**src/rtl/row_renderer_p.sv**
```systemverilog
// Per-scanline entity renderer: on each swap it advances the display row, optionally
// clears the row buffer, then draws the covering span of every visible entity.
module row_renderer_p #(
  parameter int          ENT_DIM   = 48,
  parameter int          MAX_ROW   = 480,
  parameter int          ROW_WIDTH = 640,
  parameter int          COORD_W   = 10,
  parameter int          ENT_AW    = 8,
  parameter bit          CLEAR_EN  = 1'b1,
  parameter logic [23:0] BG_COLOR  = 24'h000000
) (
  input  logic                     clk,
  input  logic                     rst_n,
  input  logic                     swap,
  input  logic [ENT_AW-1:0]        entities_number,
  output logic [ENT_AW-1:0]        address_read_ent,
  input  logic [3+2*COORD_W-1:0]   data_read_ent,
  output logic [COORD_W-1:0]       address_write_row,
  output logic [23:0]              data_write_row,
  output logic                     wren,
  output logic [COORD_W-1:0]       current_row,
  output logic                     busy,
  output logic                     done
);

  localparam int                 DW         = 3 + 2 * COORD_W;
  localparam logic [COORD_W:0]   L_ENT_DIM  = (COORD_W+1)'(ENT_DIM);
  localparam logic [COORD_W:0]   L_ROW_WID  = (COORD_W+1)'(ROW_WIDTH);
  localparam logic [COORD_W-1:0] L_LAST_ROW = COORD_W'(MAX_ROW - 1);
  localparam logic [COORD_W-1:0] L_LAST_COL = COORD_W'(ROW_WIDTH - 1);
  localparam logic [COORD_W-1:0] L_LAST_PIX = COORD_W'(ENT_DIM - 1);
  localparam logic [2:0]         TYPE_OFF   = 3'd7;

  typedef enum logic [2:0] {
    S_IDLE  = 3'd0,
    S_CLEAR = 3'd1,
    S_FETCH = 3'd2,
    S_WAIT  = 3'd3,
    S_EVAL  = 3'd4,
    S_DRAW  = 3'd5,
    S_DONE  = 3'd6
  } state_t;

  // Type 7 is never drawn, so its palette slot is irrelevant.
  function automatic logic [23:0] palette(input logic [2:0] t);
    logic [23:0] c;
    case (t)
      3'd0:    c = 24'hFF0000;
      3'd1:    c = 24'h00FF00;
      3'd2:    c = 24'h0000FF;
      3'd3:    c = 24'hFFFF00;
      3'd4:    c = 24'hFF00FF;
      3'd5:    c = 24'h00FFFF;
      3'd6:    c = 24'hFFFFFF;
      default: c = 24'h000000;
    endcase
    return c;
  endfunction

  state_t              r_state;
  logic [ENT_AW-1:0]   r_idx;
  logic [COORD_W-1:0]  r_pix;
  logic [COORD_W-1:0]  r_clr;
  logic [COORD_W-1:0]  r_col;
  logic [2:0]          r_type;
  logic [ENT_AW-1:0]   r_addr_ent;
  logic [COORD_W-1:0]  r_addr_row;
  logic [23:0]         r_data_row;
  logic                r_wren;
  logic [COORD_W-1:0]  r_row;
  logic                r_busy;
  logic                r_done;

  logic [2:0]          w_ent_type;
  logic [COORD_W-1:0]  w_ent_row;
  logic [COORD_W-1:0]  w_ent_col;
  logic [COORD_W:0]    w_row_ext;
  logic [COORD_W:0]    w_start_ext;
  logic                w_hit;
  logic [COORD_W:0]    w_pix_col;
  logic                w_pix_vis;
  logic [COORD_W-1:0]  w_next_row;

  assign w_ent_type  = data_read_ent[DW-1 -: 3];
  assign w_ent_row   = data_read_ent[2*COORD_W-1 -: COORD_W];
  assign w_ent_col   = data_read_ent[COORD_W-1:0];

  // One extra bit keeps start_row+ENT_DIM from wrapping, so tall entities clip at the bottom.
  assign w_row_ext   = {1'b0, r_row};
  assign w_start_ext = {1'b0, w_ent_row};
  assign w_hit       = (w_ent_type != TYPE_OFF) &&
                       (w_row_ext >= w_start_ext) &&
                       (w_row_ext < (w_start_ext + L_ENT_DIM));

  assign w_pix_col   = {1'b0, r_col} + {1'b0, r_pix};
  assign w_pix_vis   = (w_pix_col < L_ROW_WID);
  assign w_next_row  = (r_row == L_LAST_ROW) ? {COORD_W{1'b0}} : (r_row + COORD_W'(1));

  // Render sequencer; swap aborts any work in progress and restarts on the next row.
  always_ff @(posedge clk) begin
    if (!rst_n) begin
      r_state    <= S_IDLE;
      r_idx      <= {ENT_AW{1'b0}};
      r_pix      <= {COORD_W{1'b0}};
      r_clr      <= {COORD_W{1'b0}};
      r_col      <= {COORD_W{1'b0}};
      r_type     <= 3'd0;
      r_addr_ent <= {ENT_AW{1'b0}};
      r_addr_row <= {COORD_W{1'b0}};
      r_data_row <= 24'h000000;
      r_wren     <= 1'b0;
      r_row      <= L_LAST_ROW;
      r_busy     <= 1'b0;
      r_done     <= 1'b0;
    end else if (swap) begin
      r_row   <= w_next_row;
      r_wren  <= 1'b0;
      r_done  <= 1'b0;
      r_busy  <= 1'b1;
      r_idx   <= {ENT_AW{1'b0}};
      r_clr   <= {COORD_W{1'b0}};
      r_pix   <= {COORD_W{1'b0}};
      r_state <= CLEAR_EN ? S_CLEAR : S_FETCH;
    end else begin
      case (r_state)
        S_IDLE: begin
          r_wren <= 1'b0;
          r_busy <= 1'b0;
          r_done <= 1'b0;
        end
        S_CLEAR: begin
          r_addr_row <= r_clr;
          r_data_row <= BG_COLOR;
          r_wren     <= 1'b1;
          if (r_clr == L_LAST_COL) begin
            r_clr   <= {COORD_W{1'b0}};
            r_idx   <= {ENT_AW{1'b0}};
            r_state <= S_FETCH;
          end else begin
            r_clr <= r_clr + COORD_W'(1);
          end
        end
        S_FETCH: begin
          r_wren <= 1'b0;
          if (r_idx >= entities_number) begin
            r_busy  <= 1'b0;
            r_done  <= 1'b1;
            r_state <= S_DONE;
          end else begin
            r_addr_ent <= r_idx;
            r_state    <= S_WAIT;
          end
        end
        S_WAIT: begin
          r_wren  <= 1'b0;
          r_state <= S_EVAL;
        end
        S_EVAL: begin
          r_wren <= 1'b0;
          r_col  <= w_ent_col;
          r_type <= w_ent_type;
          r_pix  <= {COORD_W{1'b0}};
          if (w_hit) begin
            r_state <= S_DRAW;
          end else begin
            r_idx   <= r_idx + ENT_AW'(1);
            r_state <= S_FETCH;
          end
        end
        // Every pixel slot costs a cycle even when clipped, keeping render time predictable.
        S_DRAW: begin
          r_addr_row <= w_pix_col[COORD_W-1:0];
          r_data_row <= palette(r_type);
          r_wren     <= w_pix_vis;
          if (r_pix == L_LAST_PIX) begin
            r_idx   <= r_idx + ENT_AW'(1);
            r_state <= S_FETCH;
          end else begin
            r_pix <= r_pix + COORD_W'(1);
          end
        end
        S_DONE: begin
          r_wren <= 1'b0;
          r_busy <= 1'b0;
          r_done <= 1'b1;
        end
        default: begin
          r_wren  <= 1'b0;
          r_busy  <= 1'b0;
          r_done  <= 1'b0;
          r_state <= S_IDLE;
        end
      endcase
    end
  end

  assign address_read_ent  = r_addr_ent;
  assign address_write_row = r_addr_row;
  assign data_write_row    = r_data_row;
  assign wren              = r_wren;
  assign current_row       = r_row;
  assign busy              = r_busy;
  assign done              = r_done;

endmodule

```
**config.mk**
```make
export PLATFORM = sky130hd
export DESIGN_NAME = row_renderer_p
export DESIGN_NICKNAME = d
export VERILOG_FILES = /design/src/rtl/row_renderer_p.sv
export SDC_FILE = /design/constraint.sdc
export NUM_CORES = 1
export LEC_CHECK = 0
export ABC_AREA = 1
export CAP_MARGIN = 10
export CORE_ASPECT_RATIO = 0.5
export CORE_MARGIN = 10
export CORE_UTILIZATION = 35
export CTS_CLUSTER_SIZE = 28
export DETAILED_ROUTE_END_ITERATION = 16
export PLACE_DENSITY_LB_ADDON = 0.2
export RECOVER_POWER = 50
export REMOVE_ABC_BUFFERS = 1
export SYNTH_ARGS = -nofsm -noshare
export SYNTH_HDL_FRONTEND = slang
export SYNTH_SLANG_ARGS = --single-unit
```
**constraint.sdc**
```tcl
create_clock -name clk -period 5.15 [get_ports clk]
set_input_delay 0.515 -clock clk [delete_from_list [all_inputs] [get_ports clk]]
set_output_delay 0.515 -clock clk [all_outputs]
set_load 0.005 [all_outputs]
```
# Word-level counts from Yosys, hierarchy flattened
# Index checks and enable logic that the tools add are counted.
# op_classes
add_sub_neg	6
mul	0
div_mod_pow	0
n_lt_le_gt_ge	4
eq_ne	26
n_shift	0
n_mux	23
bitwise	5
n_reduce_logical	19
# op_table
cell	n
one-hot mux 24 bit (7 select lines)	1
one-hot mux 24 bit (2 select lines)	1
one-hot mux 10 bit (2 select lines)	2
adder 10 x 1 -> 10 bit (second input constant)	3
two-way mux 10 bit	3
two-way mux 8 bit	3
one-hot mux 8 bit (3 select lines)	1
equality test 3 bit (second input constant)	6
one-hot mux 3 bit (6 select lines)	1
equality test 3 x 2 -> 1 bit (second input constant)	4
two-way mux 3 bit	4
!= test 3 bit (second input constant)	4
adder 10 x 10 -> 11 bit	1
adder 10 x 6 -> 11 bit (second input constant)	1
< comparator 10 x 11 -> 1 bit	1
< comparator 11 x 10 -> 1 bit (second input constant)	1
equality test 10 bit (second input constant)	1
equality test 10 x 6 -> 1 bit (second input constant)	1
equality test 10 x 9 -> 1 bit (second input constant)	1
greater-or-equal comparator 10 bit	1
!= test 2 bit (second input constant)	5
AND reduction 2 bit	5
AND reduction 3 bit	3
adder 8 x 1 -> 8 bit (second input constant)	1
other kinds (14)	28
# totals
reg_bits	99
latch_bits	0
ramBits	0
rom_bits	0
word_cells	97
mem_count	0

# Longest topological paths before layout
# depth
word_depth	6
depth_mapped	16

# Worst setup path before layout
# OpenSTA, ideal clock, no wires.
# synth_path
kind	input port to flip-flop
start	input data_read_ent[14]
end	register r_idx[1]
setup_ns	0.114
arrival_time_ns	2.071
required_ns	5.036
path_slack_ns	2.965
path_stages	16
path_buffers	0
path_cell_list	inv_1 > ha_1 > xor2_1 > ha_1 > nand2_1 > inv_1 > a21oi_1 > nand2_1 > nand2_1 > nand2_1 > nand2_1 > nand3_2 > nand2_4 > nand2_1 > nand2_1 > nor2_1
# synth_via
elab_chain_cells	5
elab_cells_between_ends	7
cone_classes	add/sub (1); order compare (2); eq/ne (1); reduce/logical (3)
# synth_rtl
item	line_no	text
start: declaration	17	input logic [3+2*COORD_W-1:0] data_read_ent,
adder 10 x 6 -> 11 bit or greater-or-equal comparator 10 bit (tied branches)	93, 92	
< comparator 10 x 11 -> 1 bit or logical AND 1 bit (tied branches)	93, 91	
logical AND 1 bit (*)	92	(w_row_ext >= w_start_ext) &&
!= test 2 bit (no line) (*)	n/a	
AND reduction 4 bit (no line) (*)	n/a	
end signal: assignment	103	r_idx <= {ENT_AW{1'b0}};
end signal: assignment	120	r_idx <= {ENT_AW{1'b0}};
end signal: assignment	137	r_idx <= {ENT_AW{1'b0}};
end: declaration	61	logic [ENT_AW-1:0] r_idx;
# Every way passes the cells marked *; elsewhere a longest branch is shown, timed or not.
# A chain may end at the register's enable or synchronous reset.

# Worst setup path after layout
# layout_path
start	input rst_n
end	register r_pix[3]
# layout_via
elab_chain_cells	2
# layout_rtl
item	line_no	text
start: declaration	13	input logic rst_n,
inverter 1 bit (no line)	n/a	
OR reduction 2 bit (no line)	n/a	
end signal: assignment	104	r_pix <= {COORD_W{1'b0}};
end signal: assignment	122	r_pix <= {COORD_W{1'b0}};
end signal: assignment	162	r_pix <= {COORD_W{1'b0}};
end: declaration	62	logic [COORD_W-1:0] r_pix;
# Every way passes these cells.

==> summary.md <==
| Metric | Value |
|---|---|
| Status | finished, final reports clean |
| CP Capture Type | register |
| Yosys top cell area share | roughly a third |
| RePlAce Congestion | about 0.84 |
| Top_reg_cell synth | dfxtp_1 |
| CTS tree | built |
| CTS Buf Count | 9 |
| Post-synth ARST share | 0% |
| Synth Instances | ~710 |
| Top cells by area, synth | dfxtp_1 (32%), nand2_1 (11%), ha_1 (9.9%) |
| VDD IR-drop max | between 0.00015 and 0.0002 V |
| Slowest CP cell | clkbuf_1 |
| GRT Overall Usage | 13.8% |
| Number of gates resized after cts | 0 |
| Vias in the first global route | around 4400 |
| Area leader, netlist | dfxtp_1 |
| Setup-failing EPs final | 0 |
| H-tree depth | 3 |
| Cell variety after synth | 42 |
| Fillers | 1424 |
| Warning count from the yosys run | 0 |
| Hold Worst Slack | between 400 and 500 ps |
| Most used cell, CP | inv_1 |
| Total routed wirelength | ~13000 um |
| Final Cycle Share | just over 70% |
| I/O Pins | approximately 90 |
| Worst Skew | approximately 6 ps |
| Mean post-synth cell area | 6.91 sq um |
| Row count | 30 |
| Number of synthesized flops with an enable pin | 0 |
| Final period demand of the worst path | 3670 ps |
| Reg2reg path depth | 8 |
| # diodes | 0 |
| Number of max-cap violations | 0 |
| Post-CTS Setup Bufs | 0 |
| Wire per inst | between 10 and 15 um |
| First-pass iteration count of the detailed router | 5 |
| Aggregate global routing overflow | 0 |
| Reg-to-reg slack, setup | about 2600 ps |
| Worst Hold Class | reg2reg |
| CP arrival | 3930 ps |
| Hold Path Cell Cnt | 2 |
| Die Y | between 100 and 150 um |
| Clock buffer depth | 2 |
| Die width | roughly 190 um |
| CP Launch Type | input pin |
| Die area | roughly 0.02 sq mm |
| Reg clk slew, reported paths | about 60 ps |
| Fraction of layout cells with a size suffix above 1 | under 10% |
| Dpl hpwl | 10400 um |
| Fin nets | 849 |
| Max incr delay on CP | 810 ps |
| First-pass GRT wire length | about 23000 um |
| Fin. Hold Viols | 0 |
| CORE AREA | 0.0137 sq mm |
| Seq/Total Area, Yosys | about a third |
| Placed cell count | 956 |
| Required time of the critical path | ~5400 ps |
| Peak fanout along the critical path | 26 |
| RSZ-0062 raised after global routing | no |
| IO Port Bufs | a little under 90 |
| Via-to-Cell Ratio | between 4 and 5 |
| ANT nets after route | 0 |
| Finished Core Util | 44.7% |
| Slew @ Worst Pin | ~1100 ps |
| Initial core utilization | between 30 and 40% |
| Drt initial violations | 241 |
| TNS Setup | 0 ps |
| Highest Clock Rate | between 200 and 300 MHz |
| Area Growth Syn to Fin | 24.0% |
| Clock sink total | just under 80 |
| Commonest non-fill, non-tap cell in the layout | nand2_1 |
| Initial antenna violation count | 0 |
| Slew Limit Fails | 0 |
| WS Path Type | in2reg |
| Pwr Density | 250 mW/mm^2 |
| # DRC | 0 |
| Cts hold-fix bufs | 0 |
| Post-Layout Cell Count | around 970 |
| Vias | about 4700 |
| Yosys reg bits | 78 |
| Largest net degree at the start of global routing | 27 |
| Crit-path cells | clkdlybuf4s50_1, clkbuf_1, inv_1, nor2_1, inv_1, nor2_1, inv_1, nor3_1 |
| P_leak | around 2.6 nW |
| Slew margin rel. | 26.5% |
| Most frequent cells in the layout | nand2_1 (150), inv_1 (82), dfxtp_1 (78) |
| Root Buffer | clkbuf_16 |
| Synthesized area | 0.00492 sq mm |
| Worst-skew pair later-pin latency | between 300 and 400 ps |
layer usage:
metal | GRT usage (%) | vias up | wire length (um)
met5 | 0 | - | 0
met1 | 18.8 | 2082 | 6770
li1 | - | 2456 | -
met4 | 2.44 | 0 | 107
met3 | 3.51 | 9 | 653
met2 | 21.5 | 110 | 5870
sequential cells by signal (all words and copies together) (netlist names):
| register | flops |
|---|---|
| busy | 1 |
| r_col | 10 |
| address_write_row | 10 |
| r_idx | 8 |
| r_pix | 10 |
| r_state | 3 |
| r_type | 3 |
| data_write_row | 3 |
| wren | 1 |
| current_row | 10 |
| r_clr | 10 |
| address_read_ent | 8 |
| done | 1 |
power breakdown:
part | switching (mW) | internal, mW
Combinational | 0.148 | 0.118
Sequential | 0.0291 | 0.624
Clock | 0.240 | 0.367
Yosys cell counts, types with 2 or more instances:
cell      count
ha_1         39
o22ai_1       3
o21ai_0      39
inv_1        82
nand4_1      12
nor2_4        2
nand3_1      48
xor2_1       21
xnor2_1       2
buf_4        21
dfxtp_1      78
clkbuf_1     12
a21oi_1      70
nor3_1       17
o211ai_1      3
o21a_1        2
inv_2         7
or2_2         3
buf_2         5
nand2_1     150
nor2_1       68
nand2_2       3
a211oi_1      5
nor4_1        2
cell type report:
type	count	area, sq um	area share [%]
Multi-Input combinational cell	507	2800	45.8
Sequential cell	78	1560	25.6
Timing Repair Buffer	90	888	14.6
Inverter	89	334	5.47
Clock buffer	16	282	4.61
Tap cell	192	240	3.94
worst max-delay path, delay by kind of cell:
| kind | cells | cell delay, ps |
|---|---|---|
| buffers and inverters | 5 | 2520 |
| and+or+nand+nor | 3 | 860 |
per-stage QoR:
stage / instance area [sq um] / power, mW / setup WS (ps)
2_1_floorplan: 4690 / 0.819 / 2960
3_3_place_gp: 5830 / 0.936 / 2010
3_5_place_dp: 5830 / 0.939 / 1980
4_1_cts: 6110 / 1.55 / 2340
5_1_grt: 6100 / 1.61 / 1130
6_report: 6100 / 1.53 / 1480
cells by family (layout without fill, tap and decap cells):
group	count (synthesis)	count (layout)	share of synthesized area (%)
AND/OR/NAND/NOR	315	315	28.2
AO/OA/AOI/OAI	129	129	14.3
buffers and inverters	127	195	11.4
flip-flops	78	78	31.7
adder cells (fa/ha/maj)	40	40	10.3
XOR/XNOR	23	23	4.09
final timing paths:
kind | endpoint | from
hold reg to reg | address_write_row[5] | address_write_row[5]
setup / recovery | r_pix[3] | rst_n
setup reg to reg | address_read_ent[7] | r_idx[5]
hold / removal | address_write_row[5] | address_write_row[5]
Power figures use the tool's default switching activity.
==> patch 1: new RTL, same settings <==
Make the reset (`rst_n`) asynchronous in one clocked block.
--- a/src/rtl/row_renderer_p.sv
+++ b/src/rtl/row_renderer_p.sv
@@ -99,3 +99,3 @@
   // Render sequencer; swap aborts any work in progress and restarts on the next row.
-  always_ff @(posedge clk) begin
+  always_ff @(posedge clk or negedge rst_n) begin
     if (!rst_n) begin
Function: differs if rst_n is asserted again (counterexample within 4 cycles, from zero or initial values and one cycle with rst_n low); with rst_n held inactive, the same outputs for 10 cycles.
==> patch 1 against the original RTL <==
  * Area after synthesis rose by 6.3%
  * Critical path depth rose by 2
  * Synthesized cell count fell by 7.3%
  * Count of clock-buffer cells in the layout fell by 3
  * Worst setup slack improved by 0.86 ns
  * Sequential cell count did not move
  * Fmax rose by 31%
  * Register-to-register slack improved by 0.29 ns
  * Routed wire length fell by 4.1%
  * Final cell count fell by 4.1%
  * Design area rose by 5.5%
  * Sequential share of layout area rose by 4.9 points
  * Die area rose by 5.4%
  * Critical endpoint is now r_idx[2]
  * Largest cell class unchanged
Power is not compared: it rests on default switching activity, and its combinational part moved more than twofold at a synthesized area within 25%.
==> patch 1: results (changes against the original RTL) <==
* Multi-input logic portion of the cell area at 0.417 (-0.0420)
* Grt met2 use at 0.203 (-0.0118)
* Worst-case reg-to-reg path depth at 10 (+2)
* Slowest cell on the critical path: dlygate4sd3_1
* Bufs w/o clock at 88 (-2.2%)
* Hold crit path type: in -> async
* Outcome: finished, final reports clean
* CP max stage delay at 0.84 ns (+0.03 ns)
* Crit path DAT at 3.04 ns (-0.89 ns)
* Sequential Area at 1960 sq um (+26%)
* Fraction of layout cells with a size suffix above 1 at 0.0763 (+0.0301)
* Setup slack, reg-to-reg at 2.91 ns (+0.29 ns)
* DP Area at 6130 sq um (+5.2%)
* Shortest period the worst path allows at 2.81 ns (-0.860 ns)
* Number of global-route vias before repair at 4,454 (+2.1%)
* Placed cells at 916 (-4.2%)
* Xor and xnor area share after synthesis at 0.0368 (-0.00411)
* Met2 routed WL at 5800 microns (-1.2%)
* Synth Area in Compound Gates at 0.108 (-0.0350)
* Sequential share of cell area at 0.305 (+0.0490)
* Clk tree area frac at 0.0498 (+0.00364)
* Ys async rst share at 1.00 (+1.00)
* Slew headroom at 0.324 (+0.0593)
* Final clock skew at 0.00629 ns (+0.000386 ns)
* # fillers at 1,493 (+4.8%)
patch 1: cell types whose count changed after synthesis, sizes merged, moves of 8 or more:
cell | before | now
a21oi | 71 | 49
nor2 | 71 | 52
nand2 | 154 | 163
nand3 | 49 | 31
clkbuf | 12 | 3
dfxtp | 78 | 0
dfstp | 0 | 8
dfrtp | 0 | 70
mux2 | 0 | 9
patch 1: worst max-delay path by stage:
stage,from,end,depth (start not counted)
3_5_place_dp,swap,r_state[1],10
2_1_floorplan,data_read_ent[14],r_idx[2],15
3_3_place_gp,swap,r_state[1],10
5_1_grt,swap,r_idx[5],10
6_report,swap,r_idx[2],10
4_1_cts,swap,r_idx[2],10
patch 1: per-stage QoR:
step	hold slack, ns	utilization
6_report	0.333	0.443
5_1_grt	0.438	0.443
4_1_cts	0.390	0.444
3_5_place_dp	0.462	0.422
3_3_place_gp	0.466	0.422
2_1_floorplan	0.219	-
==> patch 2: new RTL, config.mk and constraints unchanged <==
Without the edit above. Set the parameter `COORD_W` to 14 (it was 10).
--- a/src/rtl/row_renderer_p.sv
+++ b/src/rtl/row_renderer_p.sv
@@ -6,3 +6,3 @@
   parameter int          ROW_WIDTH = 640,
-  parameter int          COORD_W   = 10,
+  parameter int          COORD_W   = 14,
   parameter int          ENT_AW    = 8,
Interface: changed (resized address_write_row, current_row and data_read_ent); port bits go from 89 to 105. No check against the original RTL was run, so the function may have changed too.
==> patch 2 against the original RTL <==
  * Critical path depth did not move
  * Total power rose by 14%
  * Clock skew rose by 0.0036 ns
  * Critical path type unchanged
  * First-iteration DRC count rose by 45%
  * Area after synthesis rose by 32%
  * Synthesized cell count rose by 34%
  * Routed wire length rose by 37%
  * Critical endpoint is now address_write_row[0]
  * Die area rose by 27%
  * Count of clock-buffer cells in the layout fell by 5
  * Sequential cell count rose by 20
  * Worst setup slack improved by 0.25 ns
  * Core utilization fell by 1.6 points
  * Design area rose by 29%
  * Via count rose by 36%
==> patch 2: results (changes against the original RTL) <==
* Ranking of synthesized cells by area: dfxtp_1 30%, nand2_1 12%, ha_1 9.8%, a21oi_1 7.1%, nand3_1 6.3%
* Placed cells at 1,259 (+32%)
* Comb pwr share at 0.147 (-0.027)
* DP HPWL at 14,500 microns (+39%)
* Vias per std cell at 4.97 (+3.8%)
* Sequential fraction of the synthesis area at 0.302 (-0.0148)
* Clk_buf instances at 11 (-5)
* Fraction of layout cells with a size suffix above 1 at 0.0406 (-0.00557)
* Final #Nets at 1,124 (+32%)
* Final clock skew at 0.00954 ns (+0.00364 ns)
* DP Area at 7600 sq um (+30%)
* Clock net power at 0.683 mW (+13%)
* Worst-case reg-to-reg path depth at 7 (-1)
* Number of global-route vias before repair at 6,123 (+40%)
* Synth Area in Compound Gates at 0.129 (-0.0136)
* Multi-In Gates at 703 (+39%)
* Synth Area in Adders at 0.101 (-0.00174)
* CP max stage delay at 0.71 ns (-0.10 ns)
* Via count of the routed design at 6,343 (+36%)
* DP Worst Slack at 1.64 ns (-0.343 ns)
* # port buffers at 104 (+18%)
* Sw frac at 0.269 (-0.00376)
* Final Power at 1.74 mW (+14%)
* Clk tree area frac at 0.0373 (-0.00881)
* Largest net degree at the start of global routing at 33 (+22%)
* Xor and xnor area share after synthesis at 0.0419 (+0.000934)
* Peak supply drop at 141 uV (-11%)
* Setup slack, reg-to-reg at 2.28 ns (-0.34 ns)
* Outcome: finished, final reports clean
* Max FO, Critical Path at 21 (-19%)
* Yosys cell types at 45 (+7.1%)
* DR iter-0 viols at 350 (+45%)
* Reg-to-reg endpoint: address_write_row[0]
* Worst hold path endpoint: done
* Bufs w/o clock at 109 (+21%)
* Routed WL at 18,400 microns (+37%)
* Slowest cell on the critical path: dlygate4sd3_1
-- patch 2: changes by cell type after synthesis, moves of 7 or more --
cell / unedited run / this run
ha_1: 39 / 51
xor2_1: 21 / 28
dfxtp_1: 78 / 98
inv_1: 82 / 103
nand2_1: 150 / 199
a21oi_1: 70 / 92
nor2_1: 68 / 105
nand3_1: 48 / 81
nor3_1: 17 / 29
-- patch 2: metal layers --
layer  vias up  track usage  part of all wire
li1       3300            -                 -
met1      2894        0.195              0.48
met2       136        0.255              0.46
met3        13       0.0273             0.048
met4         0       0.0298            0.0073
met5         -            0                 0
-- patch 2: worst max path at each step --
stage / startpoint / end / slack, ns / cells after the start
after floorplan: data_read_ent[18] / r_idx[1] / 2.63 / 16
after global placement: data_read_ent[18] / r_idx[4] / 1.73 / 17
after detailed placement: data_read_ent[20] / r_idx[6] / 1.64 / 17
after CTS: data_read_ent[20] / r_idx[6] / 1.99 / 17
after global routing: swap / address_write_row[0] / 1.41 / 8
final: swap / address_write_row[0] / 1.73 / 8
